===== config.mk =====
export PLATFORM = sky130hd
export DESIGN_NAME = ball_collision
export DESIGN_NICKNAME = d
export VERILOG_FILES = /design/src/rtl/pong_pkg.sv /design/src/rtl/paddle_hit.sv /design/src/rtl/ball_collision.sv
export SDC_FILE = /design/constraint.sdc
export NUM_CORES = 1
export LEC_CHECK = 0
export BUFFER_PORTS_ARGS = -buffer_cell sky130_fd_sc_hd__clkbuf_2
export CORE_UTILIZATION = 40
export DETAILED_ROUTE_END_ITERATION = 10
export PLACE_DENSITY = 0.66
export SETUP_SLACK_MARGIN = 0.1
export SLEW_MARGIN = 10
export SYNTH_ARGS = -nofsm -noshare
export SYNTH_HDL_FRONTEND = slang
export SYNTH_SLANG_ARGS = --single-unit

===== constraint.sdc =====
create_clock -name game_clk -period 2.7 [get_ports game_clk]
set_input_delay 0 -clock game_clk [delete_from_list [all_inputs] [get_ports game_clk]]
set_output_delay 0 -clock game_clk [all_outputs]
set_load 0.1 [all_outputs]

===== src/rtl/pong_pkg.sv =====
// Shared FSM state encoding, default playfield geometry and a saturating
// increment helper for the pong collision logic.
package pong_pkg;

    typedef enum logic [1:0] {
        ST_SERVE = 2'd0,
        ST_PLAY  = 2'd1,
        ST_POINT = 2'd2,
        ST_OVER  = 2'd3
    } state_e;

    localparam int DEF_SCREEN_W       = 640;
    localparam int DEF_SCREEN_H       = 480;
    localparam int DEF_BALL_SIZE      = 8;
    localparam int DEF_PADDLE_W       = 8;
    localparam int DEF_PADDLE_H       = 64;
    localparam int DEF_LEFT_PADDLE_X  = 16;
    localparam int DEF_RIGHT_PADDLE_X = 616;
    localparam int DEF_SERVE_DELAY    = 60;
    localparam int DEF_MAX_VEL        = 8;
    localparam int DEF_WIN_SCORE      = 9;

    function automatic logic [3:0] sat_inc(input logic [3:0] v, input logic [3:0] max_v);
        return (v >= max_v) ? max_v : v + 4'd1;
    endfunction

endpackage


===== src/rtl/paddle_hit.sv =====
// Overlap test between the proposed ball square and one paddle, plus the
// ball-centre offset classification used for spin. Coordinates are 11 bits.
module paddle_hit
    import pong_pkg::*;
#(
    parameter int PADDLE_X  = DEF_LEFT_PADDLE_X,
    parameter int PADDLE_W  = DEF_PADDLE_W,
    parameter int PADDLE_H  = DEF_PADDLE_H,
    parameter int BALL_SIZE = DEF_BALL_SIZE,
    parameter bit IS_RIGHT  = 1'b0
) (
    input  logic [10:0] ball_x_i,
    input  logic [10:0] ball_y_i,
    input  logic [10:0] paddle_y_i,
    output logic        hit_o,
    output logic        spin_o,
    output logic        spin_down_o
);

    localparam logic [10:0] PX      = 11'(PADDLE_X);
    localparam logic [10:0] PW      = 11'(PADDLE_W);
    localparam logic [10:0] PH      = 11'(PADDLE_H);
    localparam logic [10:0] BS      = 11'(BALL_SIZE);
    localparam logic [10:0] HALF_BS = 11'(BALL_SIZE / 2);
    localparam logic [10:0] HALF_PH = 11'(PADDLE_H / 2);
    localparam logic [10:0] QTR_PH  = 11'(PADDLE_H / 4);

    logic        horiz;
    logic        vert;
    logic [10:0] ball_c;
    logic [10:0] pad_c;
    logic [10:0] off_mag;

    // The hitting face is the paddle's inner edge, so the inclusive bound flips side.
    generate
        if (IS_RIGHT) begin : g_right
            assign horiz = (ball_x_i + BS >= PX) && (ball_x_i < PX + PW);
        end else begin : g_left
            assign horiz = (ball_x_i <= PX + PW) && (ball_x_i + BS > PX);
        end
    endgenerate

    assign vert  = (ball_y_i + BS > paddle_y_i) && (ball_y_i < paddle_y_i + PH);
    assign hit_o = horiz && vert;

    assign ball_c      = ball_y_i + HALF_BS;
    assign pad_c       = paddle_y_i + HALF_PH;
    assign spin_down_o = ball_c > pad_c;
    assign off_mag     = spin_down_o ? (ball_c - pad_c) : (pad_c - ball_c);
    assign spin_o      = off_mag >= QTR_PH;

endmodule


===== src/rtl/ball_collision.sv =====
// Pong ball collision / scoring FSM: commits the mover's proposed position once
// per frame_tick, clamping at walls and paddles. Define BALL_SPIN_EN for paddle spin.
module ball_collision
    import pong_pkg::*;
#(
    parameter int SCREEN_W       = DEF_SCREEN_W,
    parameter int SCREEN_H       = DEF_SCREEN_H,
    parameter int BALL_SIZE      = DEF_BALL_SIZE,
    parameter int PADDLE_W       = DEF_PADDLE_W,
    parameter int PADDLE_H       = DEF_PADDLE_H,
    parameter int LEFT_PADDLE_X  = DEF_LEFT_PADDLE_X,
    parameter int RIGHT_PADDLE_X = DEF_RIGHT_PADDLE_X,
    parameter int SERVE_DELAY    = DEF_SERVE_DELAY,
    parameter int MAX_VEL        = DEF_MAX_VEL,
    parameter int WIN_SCORE      = DEF_WIN_SCORE
) (
    input  logic       game_clk,
    input  logic       rst_n,
    input  logic       frame_tick,
    input  logic [9:0] next_x_ball,
    input  logic [9:0] next_y_ball,
    input  logic [9:0] left_paddle_y,
    input  logic [9:0] right_paddle_y,
    output logic [9:0] cur_x_ball,
    output logic [9:0] cur_y_ball,
    output logic [3:0] x_ball_vel,
    output logic [3:0] y_ball_vel,
    output logic       x_ball_dir,
    output logic       y_ball_dir,
    output logic [3:0] score_left,
    output logic [3:0] score_right,
    output logic       game_over,
    output logic       ball_visible
);

    localparam logic [10:0] SW     = 11'(SCREEN_W);
    localparam logic [10:0] SH     = 11'(SCREEN_H);
    localparam logic [10:0] BS     = 11'(BALL_SIZE);
    localparam logic [9:0]  CX0    = 10'((SCREEN_W - BALL_SIZE) / 2);
    localparam logic [9:0]  CY0    = 10'((SCREEN_H - BALL_SIZE) / 2);
    localparam logic [9:0]  Y_BOT  = 10'(SCREEN_H - BALL_SIZE);
    localparam logic [9:0]  X_LHIT = 10'(LEFT_PADDLE_X + PADDLE_W);
    localparam logic [9:0]  X_RHIT = 10'(RIGHT_PADDLE_X - BALL_SIZE);
    localparam logic [3:0]  VMAX   = 4'(MAX_VEL);
    localparam logic [3:0]  WIN    = 4'(WIN_SCORE);
    localparam int          CNT_W  = (SERVE_DELAY > 1) ? $clog2(SERVE_DELAY) : 1;
    localparam logic [CNT_W-1:0] CNT_LAST = CNT_W'(SERVE_DELAY - 1);

    state_e           state_q, state_d;
    logic [CNT_W-1:0] cnt_q, cnt_d;
    logic [9:0]       x_q, x_d, y_q, y_d;
    logic [3:0]       xv_q, xv_d, yv_q, yv_d;
    logic             xd_q, xd_d, yd_q, yd_d;
    logic [3:0]       sl_q, sl_d, sr_q, sr_d;
    logic             go_q, go_d, vis_q, vis_d;

    logic [10:0] nx, ny, lp, rp;
    logic        l_hit, l_spin, l_down, r_hit, r_spin, r_down;
    logic        hit_l, hit_r;

    assign nx = {1'b0, next_x_ball};
    assign ny = {1'b0, next_y_ball};
    assign lp = {1'b0, left_paddle_y};
    assign rp = {1'b0, right_paddle_y};

    paddle_hit #(
        .PADDLE_X(LEFT_PADDLE_X), .PADDLE_W(PADDLE_W), .PADDLE_H(PADDLE_H),
        .BALL_SIZE(BALL_SIZE), .IS_RIGHT(1'b0)
    ) u_left (
        .ball_x_i(nx), .ball_y_i(ny), .paddle_y_i(lp),
        .hit_o(l_hit), .spin_o(l_spin), .spin_down_o(l_down)
    );

    paddle_hit #(
        .PADDLE_X(RIGHT_PADDLE_X), .PADDLE_W(PADDLE_W), .PADDLE_H(PADDLE_H),
        .BALL_SIZE(BALL_SIZE), .IS_RIGHT(1'b1)
    ) u_right (
        .ball_x_i(nx), .ball_y_i(ny), .paddle_y_i(rp),
        .hit_o(r_hit), .spin_o(r_spin), .spin_down_o(r_down)
    );

    // Only the paddle the ball is travelling toward can be hit.
    assign hit_l = ~xd_q & l_hit;
    assign hit_r =  xd_q & r_hit;

`ifndef BALL_SPIN_EN
    logic unused_spin;
    assign unused_spin = ^{l_spin, l_down, r_spin, r_down};
`endif

    always_comb begin
        state_d = state_q;
        cnt_d   = cnt_q;
        x_d     = x_q;
        y_d     = y_q;
        xv_d    = xv_q;
        yv_d    = yv_q;
        xd_d    = xd_q;
        yd_d    = yd_q;
        sl_d    = sl_q;
        sr_d    = sr_q;
        go_d    = go_q;
        vis_d   = vis_q;
        if (frame_tick) begin
            unique case (state_q)
                ST_SERVE: begin
                    // x_dir is left as it was at the miss, i.e. toward the loser.
                    if (cnt_q == CNT_LAST) begin
                        x_d     = CX0;
                        y_d     = CY0;
                        xv_d    = 4'd2;
                        yv_d    = 4'd1;
                        vis_d   = 1'b1;
                        cnt_d   = '0;
                        state_d = ST_PLAY;
                    end else begin
                        cnt_d = cnt_q + 1'b1;
                    end
                end
                ST_PLAY: begin
                    x_d = next_x_ball;
                    y_d = next_y_ball;
`ifdef BALL_SPIN_EN
                    if ((hit_l && l_spin) || (hit_r && r_spin)) begin
                        yv_d = sat_inc(yv_q, VMAX);
                        yd_d = hit_l ? l_down : r_down;
                    end
`endif
                    // A wrapped coordinate (>= SCREEN_H) means the ball crossed the top.
                    if (!yd_q && (ny == '0 || ny >= SH)) begin
                        y_d  = '0;
                        yd_d = 1'b1;
                    end else if (yd_q && (ny + BS >= SH)) begin
                        y_d  = Y_BOT;
                        yd_d = 1'b0;
                    end
                    if (hit_l) begin
                        x_d  = X_LHIT;
                        xd_d = 1'b1;
                        xv_d = sat_inc(xv_q, VMAX);
                    end else if (hit_r) begin
                        x_d  = X_RHIT;
                        xd_d = 1'b0;
                        xv_d = sat_inc(xv_q, VMAX);
                    end else if (!xd_q && (nx >= SW || nx == '0)) begin
                        sr_d    = sr_q + 4'd1;
                        vis_d   = 1'b0;
                        state_d = ST_POINT;
                    end else if (xd_q && (nx + BS >= SW)) begin
                        sl_d    = sl_q + 4'd1;
                        vis_d   = 1'b0;
                        state_d = ST_POINT;
                    end
                end
                ST_POINT: begin
                    if (sl_q == WIN || sr_q == WIN) begin
                        go_d    = 1'b1;
                        state_d = ST_OVER;
                    end else begin
                        cnt_d   = '0;
                        state_d = ST_SERVE;
                    end
                end
                ST_OVER: ;
            endcase
        end
    end

    always_ff @(posedge game_clk or negedge rst_n) begin
        if (!rst_n) begin
            state_q <= ST_SERVE;
            cnt_q   <= '0;
            x_q     <= CX0;
            y_q     <= CY0;
            xv_q    <= '0;
            yv_q    <= '0;
            xd_q    <= 1'b1;
            yd_q    <= 1'b1;
            sl_q    <= '0;
            sr_q    <= '0;
            go_q    <= 1'b0;
            vis_q   <= 1'b0;
        end else begin
            state_q <= state_d;
            cnt_q   <= cnt_d;
            x_q     <= x_d;
            y_q     <= y_d;
            xv_q    <= xv_d;
            yv_q    <= yv_d;
            xd_q    <= xd_d;
            yd_q    <= yd_d;
            sl_q    <= sl_d;
            sr_q    <= sr_d;
            go_q    <= go_d;
            vis_q   <= vis_d;
        end
    end

    assign cur_x_ball   = x_q;
    assign cur_y_ball   = y_q;
    assign x_ball_vel   = xv_q;
    assign y_ball_vel   = yv_q;
    assign x_ball_dir   = xd_q;
    assign y_ball_dir   = yd_q;
    assign score_left   = sl_q;
    assign score_right  = sr_q;
    assign game_over    = go_q;
    assign ball_visible = vis_q;

endmodule


==> results by group, run 1 <==
Outcome
  – Status: finished, final reports clean

Logic synthesis
  – Library cells used by synthesis: 61
  – Area leader, netlist: dfrtp_1
  – #FFs+latches synth: 45
  – Synth warn: 0
  – Share of the synthesized area in the top cell type: 21.7%
  – Syn_area_per_cell: 8.34 um2
  – Post-Synthesis Cells: 456
  – Mapped cell area: 3800 um2
  – Top FF cell, synth: dfrtp_1
  – Ys async rst share: 100%
  – Synth top area cells: dfrtp_1, ha_1, dfstp_2, nand2_1, a21oi_1
  – Post-synth EDFFs: 0
  – Register area share after synthesis: 30.0%

Critical path
  – Critical-path top delay cell: or4_4
  – FF-to-FF path depth: 7
  – Worst r2r dst: state_q[0]$_DFFE_PN0P_
  – Crit path top cell by count: or4_4
  – Worst path cell trace: clkbuf_2 > ha_4 > nand3_2 > xnor2_2 > buf_4 > ha_1 > nand4_1 > nor2_1 > nor4b_1 > or4_4 > or4_4 > a311o_1 > a21oi_1
  – Worst EP arrival: 2.71 ns
  – R2R Path Start: cnt_q[0]$_DFFE_PN0P_
  – Worst R2R Setup Slack: 0.41 ns
  – CP Data Required Time: 2.94 ns
  – CP max stage delay: 0.48 ns
  – Critical path endpoint category: flip-flop
  – Crit path max fanout: 4
  – Crit Path Category: primary input to flip-flop
  – Worst setup SP type: primary input

Clocking
  – Clk buf depth: 2
  – Clk sinks: 45
  – CTS Buf Count: 5
  – Worst-path clk slew: 0.09 ns
  – CTS tree: done
  – Root Buffer: clkbuf_8
  – Worst skew pair latency: 0.31 ns
  – H-tree levels: 2

Power and ir drop
  – Sequential power share: 27.0%
  – Static leakage: 2.33 nW
  – Sw Pwr: 0.00267 W
  – Logic pwr share: 63.3%
  – P_int: 0.00178 W
  – Peak supply drop: 0.471 mV
  – Clk pwr share: 9.7%
  – Switch share: 60.1%
  – Power density over cell area: 942 nW/um2

Timing
  – Slew @ Worst Pin: 0.996 ns
  – Final hold violation count: 0
  – Crit path time final: 2.47 ns
  – Hold_ws: 0.0313 ns
  – Final setup vio count: 0
  – Worst relative slew slack: 33.6%
  – Fmax: 405 MHz
  – TNS Setup: 0 ns
  – Period utilization: 91.5%
  – Final Skew: 0.0108 ns
  – Max-slew violations: 0
  – RSZ-0062 raised after global routing: false
  – Setup slack after layout: 0.231 ns

Global routing
  – Vias in the first global route: 3612
  – First-pass GRT wire length: 16.9 mm
  – Largest net degree at the start of global routing: 46
  – Grt ovf: 0
  – GRT Total Usage: 21.2%
  – Antenna violations before repair: 0

Floorplanning
  – Die width: 99.5 um
  – Io pins: 83
  – Die Y: 99.5 um
  – Starting Density: 41.2%
  – Area of the die: 9900 um2
  – Core area: 9240 um2
  – Rows: 35

Placement
  – PortBufs: 79
  – Gp weighted congestion: 0.859
  – HPWL after DPL: 8.03 mm
  – Pre-CTS WS: -0.312 ns

Finish
  – Share of cells above drive strength 1: 26.0%
  – Post-layout util: 51.1%
  – N_diodes: 0
  – Layout area overhead: 24.1%
  – Final net count: 655
  – Fill count: 908

Route
  – Via count: 3702
  – Vias/cell: 5.36
  – DRT antenna net count: 0
  – Drt pass-1 iters: 4
  – WL/cell: 14.6 um
  – Total detailed-routing wirelength: 10.1 mm
  – Initial DRC count: 182
  – DRC violations left: 0

Job
  – Max Cap Viol: 0

Hold path
  – Hold path depth: 2
  – Worst hold start: frame_tick
  – Worst Hold End: game_over$_DFFE_PN0P_
  – Worst Hold Class: primary input to flip-flop
## through the flow
step           std cells  power [W]  instance area [um2]
2_1_floorplan        458    0.00342                 3830
3_3_place_gp         675    0.00394                 4500
3_5_place_dp         675    0.00400                 4500
4_1_cts              691    0.00445                 4690
5_1_grt              691    0.00470                 4720
6_report             691    0.00445                 4720
## worst max-delay path: cells and delay by family
kind	cells	cell delay (ns)
fa+ha+maj	2	0.45
simple gates	6	1.31
compound gates	2	0.51
xor+xnor	1	0.16
buf+inv	2	0.27
## cells in the mapped netlist (3+ instances only)
master    number
a211oi_1       5
dfrtp_1       33
a22o_1         5
buf_2          3
dfstp_2       12
nand4_1        7
nor2b_1        6
o211ai_1       3
o21ai_0       26
clkbuf_1      11
nor2_1        29
ha_1          51
buf_4          5
xor2_1         7
o22ai_1        4
nor4_1         6
a21oi_1       29
nand3_1       25
mux2i_1        3
a31oi_1        9
inv_1         36
nand2_1       48
nor3_1        15
xnor2_1        9
o31ai_1        4
and3_1         5
a21o_1         3
o311ai_0       3
and2_1         8
nand2b_1       8
## cell type report
cell class | count | area [um2] | area share (%)
Clock buffer | 5 | 68.8 | 1.46
Clock inverter | 3 | 21.3 | 0.450
Inverter | 37 | 139 | 2.94
Multi-Input combinational cell | 355 | 2490 | 52.7
Sequential cell | 45 | 1140 | 24.2
Tap cell | 129 | 161 | 3.42
Timing Repair Buffer | 117 | 701 | 14.8
## metal layers
metal  share of wire, %  track usage, %  vias up
met1                 47            27.6     1737
met4                2.2            8.14        0
met2                 48            36.2       90
li1                   -               -     1858
met5                  0               0        -
met3                3.7            2.11       17
## cells in the final DEF, fill, tap and decap left out, drive strengths merged, types with 2 or more instances in the layout
cell	count
mux2i	3
buf	31
a22o	5
nand2	48
a21o	3
conb	3
nor4	7
dlygate4sd3	8
xor2	7
nand2b	8
o2111ai	2
nand3b	2
dfstp	12
ha	51
xnor2	9
a21oi	29
nor3	15
a211oi	5
dfrtp	33
o21ai	26
nand4	7
and3	6
o211ai	3
o311ai	4
and2	8
a31oi	9
nor2b	6
or4	5
o22ai	4
o31ai	4
nor2	29
nor4b	2
nand3	25
a2bb2oi	2
inv	37
clkinv	2
clkbuf	83
## state kept, by name, summed over array words and instances (netlist names)
| name | cells |
|---|---|
| score_left | 4 |
| x_ball_dir | 1 |
| ball_visible | 1 |
| cnt_q | 6 |
| cur_y_ball | 10 |
| x_ball_vel | 4 |
| y_ball_vel | 1 |
| game_over | 1 |
| cur_x_ball | 10 |
| y_ball_dir | 1 |
| score_right | 4 |
| state_q | 2 |
## worst max-delay path by stage
stage | depth (start not counted) | end | start | slack (ns)
2_1_floorplan | 12 | score_left[0]$_DFFE_PN0P_ | next_y_ball[6] | 0.16
3_3_place_gp | 12 | score_right[0]$_DFFE_PN0P_ | next_y_ball[3] | -0.13
3_5_place_dp | 12 | state_q[1]$_DFFE_PN0P_ | next_y_ball[3] | -0.31
4_1_cts | 12 | state_q[0]$_DFFE_PN0P_ | next_y_ball[3] | 0.19
5_1_grt | 11 | x_ball_vel[3]$_DFFE_PN0P_ | next_x_ball[2] | 0.10
6_report | 13 | x_ball_vel[3]$_DFFE_PN0P_ | next_y_ball[3] | 0.23
## kinds of logic (layout without fill, tap and decap cells)
logic type      count (synthesis)  in the layout  share of synthesized area (%)
flops                          45             45                           30.0
simple gates                  172            172                           23.2
other cells                     1              3                         0.0986
fa+ha+maj                      51             51                           16.8
mux                             4              4                           1.09
xor+xnor                       16             16                           3.68
buf+inv                        58            162                           6.71
compound gates                109            109                           18.4
## power groups by stage
| stage | combinational, W | sequential, W | clock, W |
|---|---|---|---|
| after global placement | 0.00274 | 0.00120 | 0 |
| after CTS | 0.00281 | 0.00120 | 0.000443 |
| after global routing | 0.00300 | 0.00124 | 0.000465 |
| after floorplan | 0.000847 | 0.00257 | 0 |
| after detailed placement | 0.00279 | 0.00121 | 0 |
| final | 0.00282 | 0.00120 | 0.000431 |
## repair_timing
item / 4_1_cts / 5_1_grt
hold buffers: 8 / 0
cloned: 0 / 0
pin swaps: 0 / 3
gates resized for setup: 2 / 9
setup buffers: 0 / 0
endpoints found under the hold margin: 40 / 0
endpoints found under the setup margin: 6 / 8
Power figures use the tool's default switching activity.
==> inputs of run 2 (changes only) <==
--- a/config.mk
+++ b/config.mk
@@ -9,6 +9,7 @@
 export CORE_UTILIZATION = 40
 export DETAILED_ROUTE_END_ITERATION = 10
 export PLACE_DENSITY = 0.66
+export REMOVE_ABC_BUFFERS = 1
 export SETUP_SLACK_MARGIN = 0.1
 export SLEW_MARGIN = 10
 export SYNTH_ARGS = -nofsm -noshare
==> results by group, run 2 (synthesis results as in run 1) <==
Outcome
  – Status: finished, final reports clean

Finish
  – Final Instance Count excl. Fillers: 699 (+1.2%)
  – Share of cells above drive strength 1: 27.7% (+1.7 points)
  – Commonest non-fill, non-tap cell in the layout: clkbuf_2
  – Commonest cells after routing, fill and taps aside: clkbuf_2, ha_1, nand2_1, buf_4, inv_1
  – Layout area overhead: 26.6%
  – N_diodes: 0 (unchanged)
  – Post-layout util: 52.1% (+1.0 points)
  – Final net count: 663 (+1.2%)

Route
  – Via count: 3737 (+0.95%)
  – Initial DRC count: 181 (-0.55%)
  – DRC violations left: 0 (unchanged)
  – WL/cell: 14.4 um (-0.96%)
  – DRT antenna net count: 0 (unchanged)
  – Drt pass-1 iters: 4 (unchanged)
  – Total detailed-routing wirelength: 10.1 mm (+0.19%)
  – Vias/cell: 5.35 (-0.21%)

Clocking
  – Worst skew pair latency: 0.30 ns (about the same)
  – Clk buf depth: 2 (unchanged)
  – H-tree levels: 2 (unchanged)
  – Worst-path clk slew: 0.08 ns (about the same)
  – Clk sinks: 45 (unchanged)
  – CTS Buf Count: 5 (unchanged)
  – Root Buffer: clkbuf_8
  – CTS tree: done

Power and ir drop
  – Total power: 0.00453 W (+1.9%)
  – Static leakage: 2.39 nW (+2.3%)
  – Peak supply drop: 0.410 mV (-13%)
  – Power density over cell area: 942 nW/um2 (about the same)

Floorplanning
  – Starting Density: 41.2% (unchanged)
  – Io pins: 83 (unchanged)
  – Rows: 35 (unchanged)
  – Die Y: 99.5 um (unchanged)
  – Area of the die: 9900 um2 (unchanged)
  – Core area: 9240 um2 (unchanged)
  – Die width: 99.5 um (unchanged)

Placement
  – Gp weighted congestion: 0.841 (-2.1%)
  – PortBufs: 79 (unchanged)
  – HPWL after DPL: 8.08 mm (+0.59%)
  – DP Cell Count: 680 (+0.74%)

Timing
  – Slew @ Worst Pin: 0.597 ns (-0.399 ns)
  – Max-slew violations: 0 (unchanged)
  – Fmax: 395 MHz (-2.5%)
  – Final hold violation count: 0 (unchanged)
  – Final Skew: 0.00650 ns (-0.00434 ns)
  – Crit path time final: 2.53 ns (+0.0621 ns)
  – Hold_ws: 0.0253 ns (-0.00607 ns)
  – Final setup vio count: 0 (unchanged)
  – Period utilization: 93.8% (+2.3 points)
  – RSZ-0062 raised after global routing: false
  – Worst relative slew slack: 59.8% (+26 points)

Hold path
  – Worst Hold Class: primary input to flip-flop

Critical path
  – Worst path cell trace: dlygate4sd3_1 > buf_2 > inv_1 > ha_1 > nand3b_1 > a211oi_2 > or4_4 > a21oi_4 > or4_4 > buf_4 > a311o_1 > a21oi_2
  – Delay-heaviest family, CP: buffers and inverters
  – Crit path top cell by count: or4_4
  – Critical-path top delay cell: dlygate4sd3_1
  – Worst setup SP type: primary input
  – CP Data Required Time: 2.93 ns (about the same)
  – Crit Path Category: primary input to flip-flop
  – Critical path endpoint category: flip-flop
  – Worst R2R Setup Slack: 0.48 ns (+0.07 ns)
  – Worst EP arrival: 2.76 ns (+0.05 ns)
  – Crit path max fanout: 6 (+2)
  – CP max stage delay: 0.53 ns (+0.05 ns)
  – WP buf/inv: 4 (+2)

Global routing
  – Antenna violations before repair: 0 (unchanged)
  – First-pass GRT wire length: 16.6 mm (-2.0%)
  – Vias in the first global route: 3532 (-2.2%)
  – Grt ovf: 0 (unchanged)
  – GRT Total Usage: 20.7% (-0.47 points)
  – Largest net degree at the start of global routing: 30 (-35%)

Job
  – Max Cap Viol: 0 (unchanged)
run 2: metrics by stage:
step / setup slack (ns) / setup TNS (ns) / cell area, um2
5_1_grt: 0.0940 / 0 / 4810
3_3_place_gp: -0.103 / -0.815 / 4530
3_5_place_dp: -0.265 / -3.60 / 4530
2_1_floorplan: -0.389 / -4.41 / 3690
4_1_cts: 0.0859 / 0 / 4720
6_report: 0.169 / 0 / 4810
run 2: cell type report:
type | count | area [um2]
Clock inverter | 2 | 38.8
Multi-Input combinational cell | 355 | 2500
Timing Repair Buffer | 125 | 758
Tap cell | 129 | 161
Fill cell | 901 | 4430
Clock buffer | 6 | 72.6
Sequential cell | 45 | 1140
Inverter | 37 | 139
run 2: final timing paths:
path | from | to | depth (start not counted)
max | next_y_ball[0] | x_ball_vel[3]$_DFFE_PN0P_ | 12
min | next_x_ball[8] | cur_x_ball[8]$_DFFE_PN1P_ | 3
max reg2reg | state_q[1]$_DFFE_PN0P_ | cur_y_ball[9]$_DFFE_PN0P_ | 7
min reg2reg | game_over$_DFFE_PN0P_ | game_over$_DFFE_PN0P_ | 1
max in group asynchronous | rst_n | cur_x_ball[4]$_DFFE_PN1P_ | 3
min in group asynchronous | rst_n | cnt_q[5]$_DFFE_PN0P_ | 2
run 2: worst register-to-register path: cells and delay by family, from the launching register on:
family	cells	cell delay, ns
DFF	1	0.43
and+or+nand+nor	3	0.82
adders and majority gates	1	0.17
AOI/OAI and AO/OA	2	0.61
buffers and inverters	1	0.14
run 2: repair_timing:
action                     in CTS  in global routing
setup endpoints to repair       2                 16
pin swaps                       0                  8
hold buffers                    7                  0
hold endpoints to repair       22                  0
setup buffers                   0                  4
resized for setup               2                 20
run 2: metal layers:
layer / global-route usage [%] / routed length, um
met4: 5.20 / 123
met1: 26.7 / 4430
met2: 36.8 / 5110
met5: 0 / 0
met3: 2.46 / 433
run 2: power breakdown:
group          leakage (nW)  switching (W)  internal, W
Combinational          1.81        0.00220     0.000629
Clock                0.0554       0.000239     0.000278
Sequential            0.523       0.000221     0.000971
Total                  2.39        0.00266      0.00188
